--- config.mk ---
export PLATFORM = sky130hd
export DESIGN_NAME = pixel_event_requester
export DESIGN_NICKNAME = d
export VERILOG_FILES = /design/src/rtl/ebc_pkg.sv /design/src/rtl/pixel_req_cell.sv /design/src/rtl/pixel_event_requester.sv
export SDC_FILE = /design/constraint.sdc
export NUM_CORES = 1
export LEC_CHECK = 0
export ABC_AREA = 1
export CORE_ASPECT_RATIO = 0.6
export CORE_UTILIZATION = 55
export DETAILED_ROUTE_END_ITERATION = 10
export GPL_TIMING_DRIVEN = 1
export PLACE_DENSITY_LB_ADDON = 0.15
export SYNTH_ARGS = -nofsm -noshare
export SYNTH_HDL_FRONTEND = slang
export SYNTH_SLANG_ARGS = --single-unit
--- constraint.sdc ---
create_clock -name clk_i -period 9.3 [get_ports clk_i]
set_clock_uncertainty 0.15 [all_clocks]
set_input_delay 1.86 -clock clk_i [delete_from_list [all_inputs] [get_ports clk_i]]
set_output_delay 1.86 -clock clk_i [all_outputs]
set_load 0.02 [all_outputs]
--- src/rtl/ebc_pkg.sv ---
// rtl/ebc_pkg.sv - shared types and constants for the event-based pixel requester and column receiver
package ebc_pkg;

  typedef enum logic [1:0] {
    PIX_IDLE,
    PIX_PENDING,
    PIX_REFRACT
  } pix_state_t;

  localparam int DROP_W_DEF = 8;
  localparam logic [DROP_W_DEF-1:0] DROP_SAT = '1;

  function automatic int addr_w(input int width);
    return (width > 1) ? $clog2(width) : 1;
  endfunction

endpackage

--- src/rtl/pixel_req_cell.sv ---
// rtl/pixel_req_cell.sv - per-pixel request FSM with polarity latch, deferred bit and refractory counter
module pixel_req_cell
  import ebc_pkg::*;
#(
  parameter int REFRACT_CYCLES = 4
) (
  input  logic clk_i,
  input  logic reset_i,
  input  logic i_enable,
  input  logic i_event,
  input  logic i_pol,
  input  logic i_grant,
  input  logic i_release,
  input  logic i_defer,
  output logic o_req,
  output logic o_drop,
  output logic o_pending,
  output logic o_pol
);

  localparam int CNT_W = (REFRACT_CYCLES > 1) ? $clog2(REFRACT_CYCLES) : 1;

  pix_state_t       r_state;
  logic [CNT_W-1:0] r_cnt;
  logic             r_deferred;
  logic             r_pol;
  logic             w_dead;

  // A refractory cell whose counter has reached zero is already re-armed.
  assign w_dead    = (r_state == PIX_PENDING) || ((r_state == PIX_REFRACT) && (r_cnt != '0));
  assign o_drop    = i_enable & i_event & w_dead;
  assign o_req     = (r_state == PIX_PENDING) & ~r_deferred;
  assign o_pending = (r_state == PIX_PENDING);
  assign o_pol     = r_pol;

  always_ff @(posedge clk_i or posedge reset_i) begin
    if (reset_i) begin
      r_state    <= PIX_IDLE;
      r_cnt      <= '0;
      r_deferred <= 1'b0;
      r_pol      <= 1'b0;
    end else if (!i_enable) begin
      r_state    <= PIX_IDLE;
      r_cnt      <= '0;
      r_deferred <= 1'b0;
    end else begin
      case (r_state)
        PIX_PENDING: begin
          if (i_grant) begin
            r_state    <= PIX_REFRACT;
            r_cnt      <= CNT_W'(REFRACT_CYCLES - 1);
            r_deferred <= 1'b0;
          end else if (i_release) begin
            r_deferred <= 1'b0;
          end
        end
        default: begin
          if ((r_state == PIX_REFRACT) && (r_cnt != '0)) begin
            r_cnt <= r_cnt - CNT_W'(1);
          end else if (i_event) begin
            r_state    <= PIX_PENDING;
            r_pol      <= i_pol;
            r_deferred <= i_defer;
          end else begin
            r_state <= PIX_IDLE;
          end
        end
      endcase
    end
  end

endmodule

--- src/rtl/pixel_event_requester.sv ---
// rtl/pixel_event_requester.sv - AER requester: pixel cells, round tracking, grant check, event output and drop counter
module pixel_event_requester
  import ebc_pkg::*;
#(
  parameter int WIDTH          = 8,
  parameter int REFRACT_CYCLES = 4,
  parameter int DROP_W         = DROP_W_DEF
) (
  input  logic                       clk_i,
  input  logic                       reset_i,
  input  logic                       enable_i,
  input  logic [WIDTH-1:0]           event_i,
  input  logic [WIDTH-1:0]           pol_i,
  input  logic [WIDTH-1:0]           gnt_i,
  input  logic                       grp_release_i,
  output logic [WIDTH-1:0]           req_o,
  output logic                       ev_valid_o,
  output logic [addr_w(WIDTH)-1:0]   ev_addr_o,
  output logic                       ev_pol_o,
  output logic [DROP_W-1:0]          drop_cnt_o,
  output logic                       err_o
);

  localparam int ADDR_W = addr_w(WIDTH);
  localparam logic [DROP_W-1:0] SAT = '1;

  logic [WIDTH-1:0]  w_req, w_drop, w_pending, w_pol, w_cell_gnt;
  logic              w_onehot, w_hit, w_accept, w_bad, w_round_next, w_pol_sel, w_ovf;
  logic [ADDR_W-1:0] w_addr;
  logic [31:0]       w_pop, w_sum;

  logic              r_round;
  logic              r_ev_valid;
  logic [ADDR_W-1:0] r_ev_addr;
  logic              r_ev_pol;
  logic [DROP_W-1:0] r_drop_cnt;
  logic              r_err;

  assign w_onehot     = (gnt_i != '0) && ((gnt_i & (gnt_i - WIDTH'(1))) == '0);
  assign w_hit        = |(gnt_i & w_req & w_pending);
  assign w_accept     = enable_i & w_onehot & w_hit;
  assign w_bad        = enable_i & (gnt_i != '0) & ~(w_onehot & w_hit);
  // Release is applied after the grant, so a simultaneous release ends the round.
  assign w_round_next = grp_release_i ? 1'b0 : (w_accept | r_round);
  assign w_cell_gnt   = w_accept ? gnt_i : '0;

  for (genvar g = 0; g < WIDTH; g++) begin : g_cell
    pixel_req_cell #(.REFRACT_CYCLES(REFRACT_CYCLES)) u_cell (
      .clk_i     (clk_i),
      .reset_i   (reset_i),
      .i_enable  (enable_i),
      .i_event   (event_i[g]),
      .i_pol     (pol_i[g]),
      .i_grant   (w_cell_gnt[g]),
      .i_release (grp_release_i),
      .i_defer   (w_round_next),
      .o_req     (w_req[g]),
      .o_drop    (w_drop[g]),
      .o_pending (w_pending[g]),
      .o_pol     (w_pol[g])
    );
  end

  always_comb begin
    w_addr = '0;
    w_pop  = '0;
    for (int i = 0; i < WIDTH; i++) begin
      if (gnt_i[i]) w_addr = ADDR_W'(i);
      w_pop = w_pop + 32'(w_drop[i]);
    end
    w_pol_sel = |(gnt_i & w_pol);
  end

  assign w_sum = 32'(r_drop_cnt) + w_pop;
  assign w_ovf = |(w_sum >> DROP_W);

  always_ff @(posedge clk_i or posedge reset_i) begin
    if (reset_i) begin
      r_round    <= 1'b0;
      r_ev_valid <= 1'b0;
      r_ev_addr  <= '0;
      r_ev_pol   <= 1'b0;
      r_drop_cnt <= '0;
      r_err      <= 1'b0;
    end else if (!enable_i) begin
      r_round    <= 1'b0;
      r_ev_valid <= 1'b0;
    end else begin
      r_round    <= w_round_next;
      r_ev_valid <= w_accept;
      if (w_accept) begin
        r_ev_addr <= w_addr;
        r_ev_pol  <= w_pol_sel;
      end
      if (w_bad) r_err <= 1'b1;
      r_drop_cnt <= w_ovf ? SAT : w_sum[DROP_W-1:0];
    end
  end

  assign req_o      = w_req;
  assign ev_valid_o = r_ev_valid;
  assign ev_addr_o  = r_ev_addr;
  assign ev_pol_o   = r_ev_pol;
  assign drop_cnt_o = r_drop_cnt;
  assign err_o      = r_err;

endmodule

==> Flow_metrics.wiki, run 1 <==
{| class="wikitable"
! Metric !! Value
|-
| Status || finished clean
|-
| Quantity of gates resized following cts || 0
|-
| Nets || 616
|-
| Setup repair after global routing missed its margin || false
|-
| Antenna violations before repair || 0
|-
| Worst-case hold path end point || g_cell[0].u_cell.r_cnt[1]$_DFFE_PP0P_
|-
| Maximum fanout encountered on the critical timing path || 54
|-
| Power density of the placed cells || 194.0 nW/um2
|-
| Overall die height || 66.80 um
|-
| Max H-tree Level || 3
|-
| Most used flip-flop cell after synthesis || dfrtp_1
|-
| Peak per-stage delay on the critical path || 0.47 ns
|-
| Hold buffers post-CTS || 0
|-
| Least setup slack across all paths after layout || 3.320 ns
|-
| Crit path kind || input port to flip-flop
|-
| Port Buf Inserts || 49
|-
| Antenna diode count || 0
|-
| CTS tree || built
|-
| R2r setup slk || 4.56 ns
|-
| Layout cells sized above 1 || 0.05923
|-
| Max stage delay cell, worst path || fa_1
|-
| Fin crit period || 5.980 ns
|-
| Post-route total power || 908.1 uW
|-
| Full die area || 7347 um2
|-
| Most common cell after layout, fill and taps aside || nand2_1
|-
| Final setup violation count || 0
|-
| Global-route wire length before repair || 15430 um
|-
| Post-route cell area || 4682 um2
|-
| Cell repeated most along the worst path || fa_1
|-
| Slew margin rel. || 0.4631
|-
| First DRT Iteration DRCs || 310
|-
| Post-synthesis average cell area || 7.359 um2
|-
| CTS sink cnt || 63
|-
| R2R Path Start || g_cell[0].u_cell.r_cnt[0]$_DFFE_PP0P_
|-
| Synthesized netlist net count || 570
|-
| Final Max Tran Viols || 0
|-
| Initial standard-cell utilization of the core || 0.5740
|-
| Leakage component of the power || 0.002380 uW
|-
| Cell at the root of the clock tree || clkbuf_16
|-
| Detailed Routing Iterations Pass 1 || 5
|-
| Buffering stage count on the worst path with inverters included || 4
|-
| Worst EP arrival || 6.03 ns
|-
| Least-Margin Pin Slew || 0.8054 ns
|-
| Core Area || 6705 um2
|-
| IR drop worst, VDD || 0.1609 mV
|-
| Max Clk Rate || 167.2 MHz
|-
| Routed Antenna Nets || 0
|-
| Type of the tightest min-delay check || flip-flop to flip-flop
|-
| CP required || 9.35 ns
|-
| Final Hold Viols || 0
|-
| Number of synthesized flops with an enable pin || 0
|-
| Worst setup EP type || flip-flop
|-
| Depth of the worst hold-timing path || 2
|-
| Post-route setup TNS || 0 ns
|-
| Overflow left after global routing || 0
|-
| Routed wire per std cell || 14.16 um
|-
| CTS buffer count || 9
|-
| Via count of the first global-routing pass || 3258
|-
| Worst slack at placement || 2.990 ns
|-
| Flops & latches, synth || 63
|-
| Post-CTS clock slew at the launch and capture registers of the worst setup and hold paths || 0.05 ns
|-
| Most used cells in the layout excluding fill and tap cells || nand2_1, inv_1, dfrtp_1, nand3_1, nor2_1
|-
| Number of distinct library cells after synthesis || 31
|-
| Buffer depth of the longest clock path || 2
|-
| Endpoint of the most critical register-to-register path || drop_cnt_o[2]$_DFFE_PP0P_
|-
| Total wirelength of the detailed-routed design || 9362 um
|-
| Final HPWL DP || 6706 um
|-
| Remaining routing DRC violations || 0
|-
| Max-cap violation count || 0
|-
| Family with the most delay on the worst path || adder cells
|-
| Maximum number of pins on one net before global-route repair || 64
|-
| Row Count || 23
|-
| Hold Startpoint || g_cell[0].u_cell.r_cnt[1]$_DFFE_PP0P_
|-
| Worst skew pair latency || 0.34 ns
|-
| Horiz. Die Dim || 110.0 um
|-
| Layout Area Growth over Synthesis || 21.65%
|-
| DR vias/cell || 5.504
|-
| Top-level port count || 50
|-
| Post-place instance area || 4372 um2
|-
| Setup bufs post-CTS || 0
|-
| Ordered list of cells on the worst path || buf_2 -> buf_4 -> o21ai_0 -> nor2_1 -> fa_1 -> inv_1 -> fa_1 -> inv_1 -> fa_1 -> fa_1 -> fa_1 -> a21oi_1 -> o21ai_0 -> nand2_1 -> nor2_1 -> nand4_1 -> o211ai_1
|-
| RePlAce Congestion || 0.8781
|-
| Worst reg2reg path depth || 18
|-
| Count of yosys warnings during synthesis || 0
|-
| Syn Inst Count || 523
|-
| Fraction of the cycle the final worst path needs || 0.6430
|-
| Overall track demand over capacity in global routing || 0.2842
|-
| Part of the Yosys area used for sequential elements || 0.4096
|-
| Worst Setup Start Kind || input port
|-
| Routed via count || 3638
|-
| Fraction of synthesis flops using an asynchronous set or reset pin || 1.000
|-
| Synthesized cell area || 3849 um2
|}
## cell families (layout without fill, tap and decap cells)
| kind of cell | Yosys count | in the layout | share of synthesized area |
|---|---|---|---|
| compound gates | 66 | 66 | 0.09168 |
| xor+xnor | 1 | 1 | 0.002276 |
| fa+ha+maj | 19 | 19 | 0.07152 |
| buf+inv | 102 | 153 | 0.1073 |
| flops | 63 | 63 | 0.4096 |
| mux | 3 | 3 | 0.008777 |
| simple gates | 269 | 269 | 0.3088 |
## how the worst max path moves through the flow
stage                     startpoint                        end  slack, ns  cells after the start
final                       enable_i  drop_cnt_o[2]$_DFFE_PP0P_       3.32                     17
after global routing        enable_i  drop_cnt_o[3]$_DFFE_PP0P_       3.03                     17
after CTS                   enable_i  drop_cnt_o[2]$_DFFE_PP0P_       3.31                     17
after detailed placement    enable_i  drop_cnt_o[2]$_DFFE_PP0P_       2.99                     17
after global placement      enable_i  drop_cnt_o[2]$_DFFE_PP0P_       3.11                     17
after floorplan             enable_i  drop_cnt_o[6]$_DFFE_PP0P_       3.15                     19
## stage by stage
stage / hold slack, ns / instances / util
finish: 0.3412 / 661 / 0.6983
global route: 0.3578 / 661 / 0.6983
CTS: 0.3470 / 661 / 0.6983
detailed placement: 0.3328 / 645 / 0.6520
global placement: 0.3128 / 645 / 0.6520
floorplan: 0.2919 / 523 / -
## power by group
part / internal (uW) / switching [uW] / total, uW
combinational: 96.5 / 134 / 230
clock: 228 / 120 / 348
sequential: 306 / 23.3 / 330
## layer usage
layer | part of all wire | global-route usage | wire [um] | vias to the layer above
met3 | 0.086 | 0.09785 | 801 | 7
met1 | 0.48 | 0.4074 | 4452 | 1686
li1 | - | - | - | 1780
met4 | 0.0074 | 0.06333 | 69 | 0
met2 | 0.43 | 0.4102 | 4038 | 165
met5 | 0 | 0 | 0 | -
## layout make-up
type	count	area, um2
Clock buffer	13	270.3
Multi-Input combinational cell	358	1859
Tap cell	87	108.9
Sequential cell	63	1577
Clock inverter	3	40.04
Timing Repair Buffer	52	508.0
Fill cell	542	2023
Inverter	85	319.1
## cell usage after synthesis, drive strengths merged (5+ instances only)
master | count | area share
a21oi | 20 | 0.026
dfrtp | 63 | 0.41
nand3b | 7 | 0.014
inv | 85 | 0.083
buf | 9 | 0.017
ha | 14 | 0.046
nand2 | 122 | 0.12
nand4 | 17 | 0.028
clkbuf | 8 | 0.0078
fa | 5 | 0.026
nor2 | 51 | 0.052
o21ai | 38 | 0.050
nor3 | 14 | 0.018
nand3 | 55 | 0.072
## sequential cells by signal (all words and copies together) (netlist names)
| signal | flops |
|---|---|
| drop_cnt_o | 8 |
| r_round | 1 |
| ev_valid_o | 1 |
| g_cell.u_cell.o_pol | 8 |
| err_o | 1 |
| g_cell.u_cell.r_deferred | 8 |
| g_cell.u_cell.r_cnt | 16 |
| ev_addr_o | 3 |
| g_cell.u_cell.r_state | 16 |
| ev_pol_o | 1 |
## worst register-to-register path: cells and delay by family (launching register included)
kind,cells,cell delay [ns]
buffers and inverters,3,0.25
DFF,1,0.35
AOI/OAI and AO/OA,4,0.61
and+or+nand+nor,5,0.90
adders and majority gates,6,2.36
Power figures use the tool's default switching activity.
==> run 2, diff against run 1 <==
clock period = 6.1 ns   (was 9.3 ns; I/O delays follow)
==> Flow_metrics.wiki, run 2 (synthesized netlist as in run 1, its figures left out) <==
{| class="wikitable"
! Metric !! Value
|-
| Status || finished clean
|-
| Quantity of gates resized following cts || 0 (unchanged)
|-
| CTS tree || built
|-
| Total wirelength of the detailed-routed design || 9741 um (+4.0%)
|-
| Row Count || 23 (unchanged)
|-
| Hold Startpoint || g_cell[0].u_cell.r_cnt[1]$_DFFE_PP0P_
|-
| CP required || 6.14 ns (-3.21 ns)
|-
| Family with the most delay on the worst path || adder cells
|-
| Cell at the root of the clock tree || clkbuf_16
|-
| Overall track demand over capacity in global routing || 0.2856 (+0.001388)
|-
| Via count of the first global-routing pass || 3278 (+0.61%)
|-
| RePlAce Congestion || 0.9221 (+5.0%)
|-
| CTS buffer count || 9 (unchanged)
|-
| Leakage component of the power || 0.002389 uW (+0.38%)
|-
| Routed Antenna Nets || 0 (unchanged)
|-
| Final Max Tran Viols || 0 (unchanged)
|-
| Global-route wire length before repair || 15590 um (+1.1%)
|-
| Routed via count || 3683 (+1.2%)
|-
| Maximum number of pins on one net before global-route repair || 64 (unchanged)
|-
| Worst skew pair latency || 0.33 ns (about the same)
|-
| Fin crit period || 5.147 ns
|-
| Initial standard-cell utilization of the core || 0.5740 (unchanged)
|-
| Nets || 617 (+0.16%)
|-
| Core Area || 6705 um2 (unchanged)
|-
| Maximum fanout encountered on the critical timing path || 5 (-91%)
|-
| R2R Path Start || g_cell[0].u_cell.r_cnt[0]$_DFFE_PP0P_
|-
| Largest registers in the final layout || g_cell.u_cell.r_cnt x16, g_cell.u_cell.r_state x16
|-
| Remaining routing DRC violations || 0 (unchanged)
|-
| Type of the tightest min-delay check || flip-flop to flip-flop
|-
| Max stage delay cell, worst path || fa_1
|-
| Max-cap violation count || 0 (unchanged)
|-
| Worst setup EP type || flip-flop
|-
| Post-CTS clock slew at the launch and capture registers of the worst setup and hold paths || 0.05 ns (about the same)
|-
| Crit path kind || input port to flip-flop
|-
| Overall die height || 66.80 um (unchanged)
|-
| Routed wire per std cell || 14.71 um (+3.9%)
|-
| Detailed Routing Iterations Pass 1 || 6 (+1)
|-
| Max Clk Rate || 194.3 MHz
|-
| Horiz. Die Dim || 110.0 um (unchanged)
|-
| Least-Margin Pin Slew || 0.8148 ns (+0.009406 ns)
|-
| Most common cell after layout, fill and taps aside || nand2_1
|-
| Power density of the placed cells || 301.5 nW/um2 (+55%)
|-
| Ordered list of cells on the worst path || clkdlybuf4s50_1 -> inv_1 -> nor2_1 -> fa_1 -> inv_1 -> fa_1 -> inv_1 -> fa_1 -> fa_1 -> fa_1 -> a21oi_1 -> o21ai_0 -> nand2_1 -> nor2_1 -> nand4_1 -> nand3_1
|-
| Peak per-stage delay on the critical path || 0.54 ns (+0.07 ns)
|-
| Cell repeated most along the worst path || fa_1
|-
| Antenna violations before repair || 0 (unchanged)
|-
| Layout Area Growth over Synthesis || 22.24%
|-
| Setup bufs post-CTS || 0 (unchanged)
|-
| Max H-tree Level || 3 (unchanged)
|-
| Setup crit start || event_i[0]
|-
| Buffering stage count on the worst path with inverters included || 4 (unchanged)
|-
| Fraction of the cycle the final worst path needs || 0.8437
|-
| CTS sink cnt || 63 (unchanged)
|-
| Final HPWL DP || 7120 um (+6.2%)
|-
| Most used cells in the layout excluding fill and tap cells || nand2_1, inv_1, dfrtp_1, nand3_1, nor2_1
|-
| Top-level port count || 50 (unchanged)
|-
| Full die area || 7347 um2 (unchanged)
|-
| Final Hold Viols || 0 (unchanged)
|-
| Final Hold Slack || 0.3305 ns (-0.01075 ns)
|-
| Antenna diode count || 0 (unchanged)
|-
| Hold buffers post-CTS || 0 (unchanged)
|-
| Port Buf Inserts || 49 (unchanged)
|-
| Layout cells sized above 1 || 0.05913 (-0.0001030)
|-
| Overflow left after global routing || 0 (unchanged)
|-
| Worst Setup Start Kind || input port
|-
| IR drop worst, VDD || 0.2916 mV (+81%)
|-
| Worst EP arrival || 5.19 ns (-0.84 ns)
|-
| First DRT Iteration DRCs || 215 (-31%)
|-
| Slew margin rel. || 0.4568 (-0.006271)
|-
| Final setup violation count || 0 (unchanged)
|-
| Post-route setup TNS || 0 ns (unchanged)
|-
| Setup repair after global routing missed its margin || false
|-
| DR vias/cell || 5.563 (+1.1%)
|-
| Buffer depth of the longest clock path || 2 (unchanged)
|}
## run 2: changes by cell type in the layout (fill, tap and decap cells not counted)
cell and change:
buf_4 +1, bufinv_16 +1, clkbuf_1 +1, clkbuf_8 -1, clkinv_2 -1
## run 2: final timing paths
kind / cells past startpoint / slack [ns] / endpoint
min in group asynchronous: 3 / 1.28 / g_cell[7].u_cell.r_cnt[0]$_DFFE_PP0P_
setup reg to reg: 18 / 1.32 / drop_cnt_o[4]$_DFFE_PP0P_
hold reg to reg: 2 / 0.33 / g_cell[0].u_cell.r_cnt[1]$_DFFE_PP0P_
max in group asynchronous: 3 / 3.96 / g_cell[6].u_cell.r_state[1]$_DFFE_PP0P_
hold / removal: 2 / 0.33 / g_cell[0].u_cell.r_cnt[1]$_DFFE_PP0P_
setup / recovery: 16 / 0.95 / drop_cnt_o[4]$_DFFE_PP0P_
## run 2: cell type report
cell class,count,area (um2)
clock inverters,3,65.06
repair buffers,53,515.5
fillers,541,2001
well taps,87,108.9
flip-flops and latches,63,1577
inverters,85,319.1
multi-input cells,358,1859
clock buffers,13,260.3
## run 2: per-layer routing
| layer | wire length [um] | global-route usage |
|---|---|---|
| met5 | 0 | 0 |
| met2 | 4179 | 0.4180 |
| met1 | 4688 | 0.4113 |
| met4 | 74 | 0.04667 |
| met3 | 798 | 0.09687 |
## run 2: worst register-to-register path, delay by kind of cell, from the launching register on
family / cells / cell delay, ns
adder cells (fa/ha/maj): 6 / 2.36
AND/OR/NAND/NOR: 6 / 1.04
AO/OA/AOI/OAI: 3 / 0.48
flip-flops: 1 / 0.35
buffers and inverters: 3 / 0.26
## run 2: through the flow
stage / utilization / std cells / power, uW / setup slack, ns / area, um2
floorplan: - / 523 / 727.7 / 0.5926 / 3849
global placement: 0.6531 / 646 / 844.5 / 0.7399 / 4379
detailed placement: 0.6531 / 646 / 858.9 / 0.6051 / 4379
CTS: 0.7016 / 662 / 1423 / 0.9502 / 4705
global route: 0.7016 / 662 / 1487 / 0.7380 / 4705
finish: 0.7016 / 662 / 1418 / 0.9535 / 4705
## run 2: report_power, final
group	internal, uW	leakage (uW)	total (uW)	switching, uW
Sequential	467	0.000824	503	35.8
Combinational	148	0.00141	353	205
Clock	379	0.000160	563	183
Total	995	0.00239	1420	424
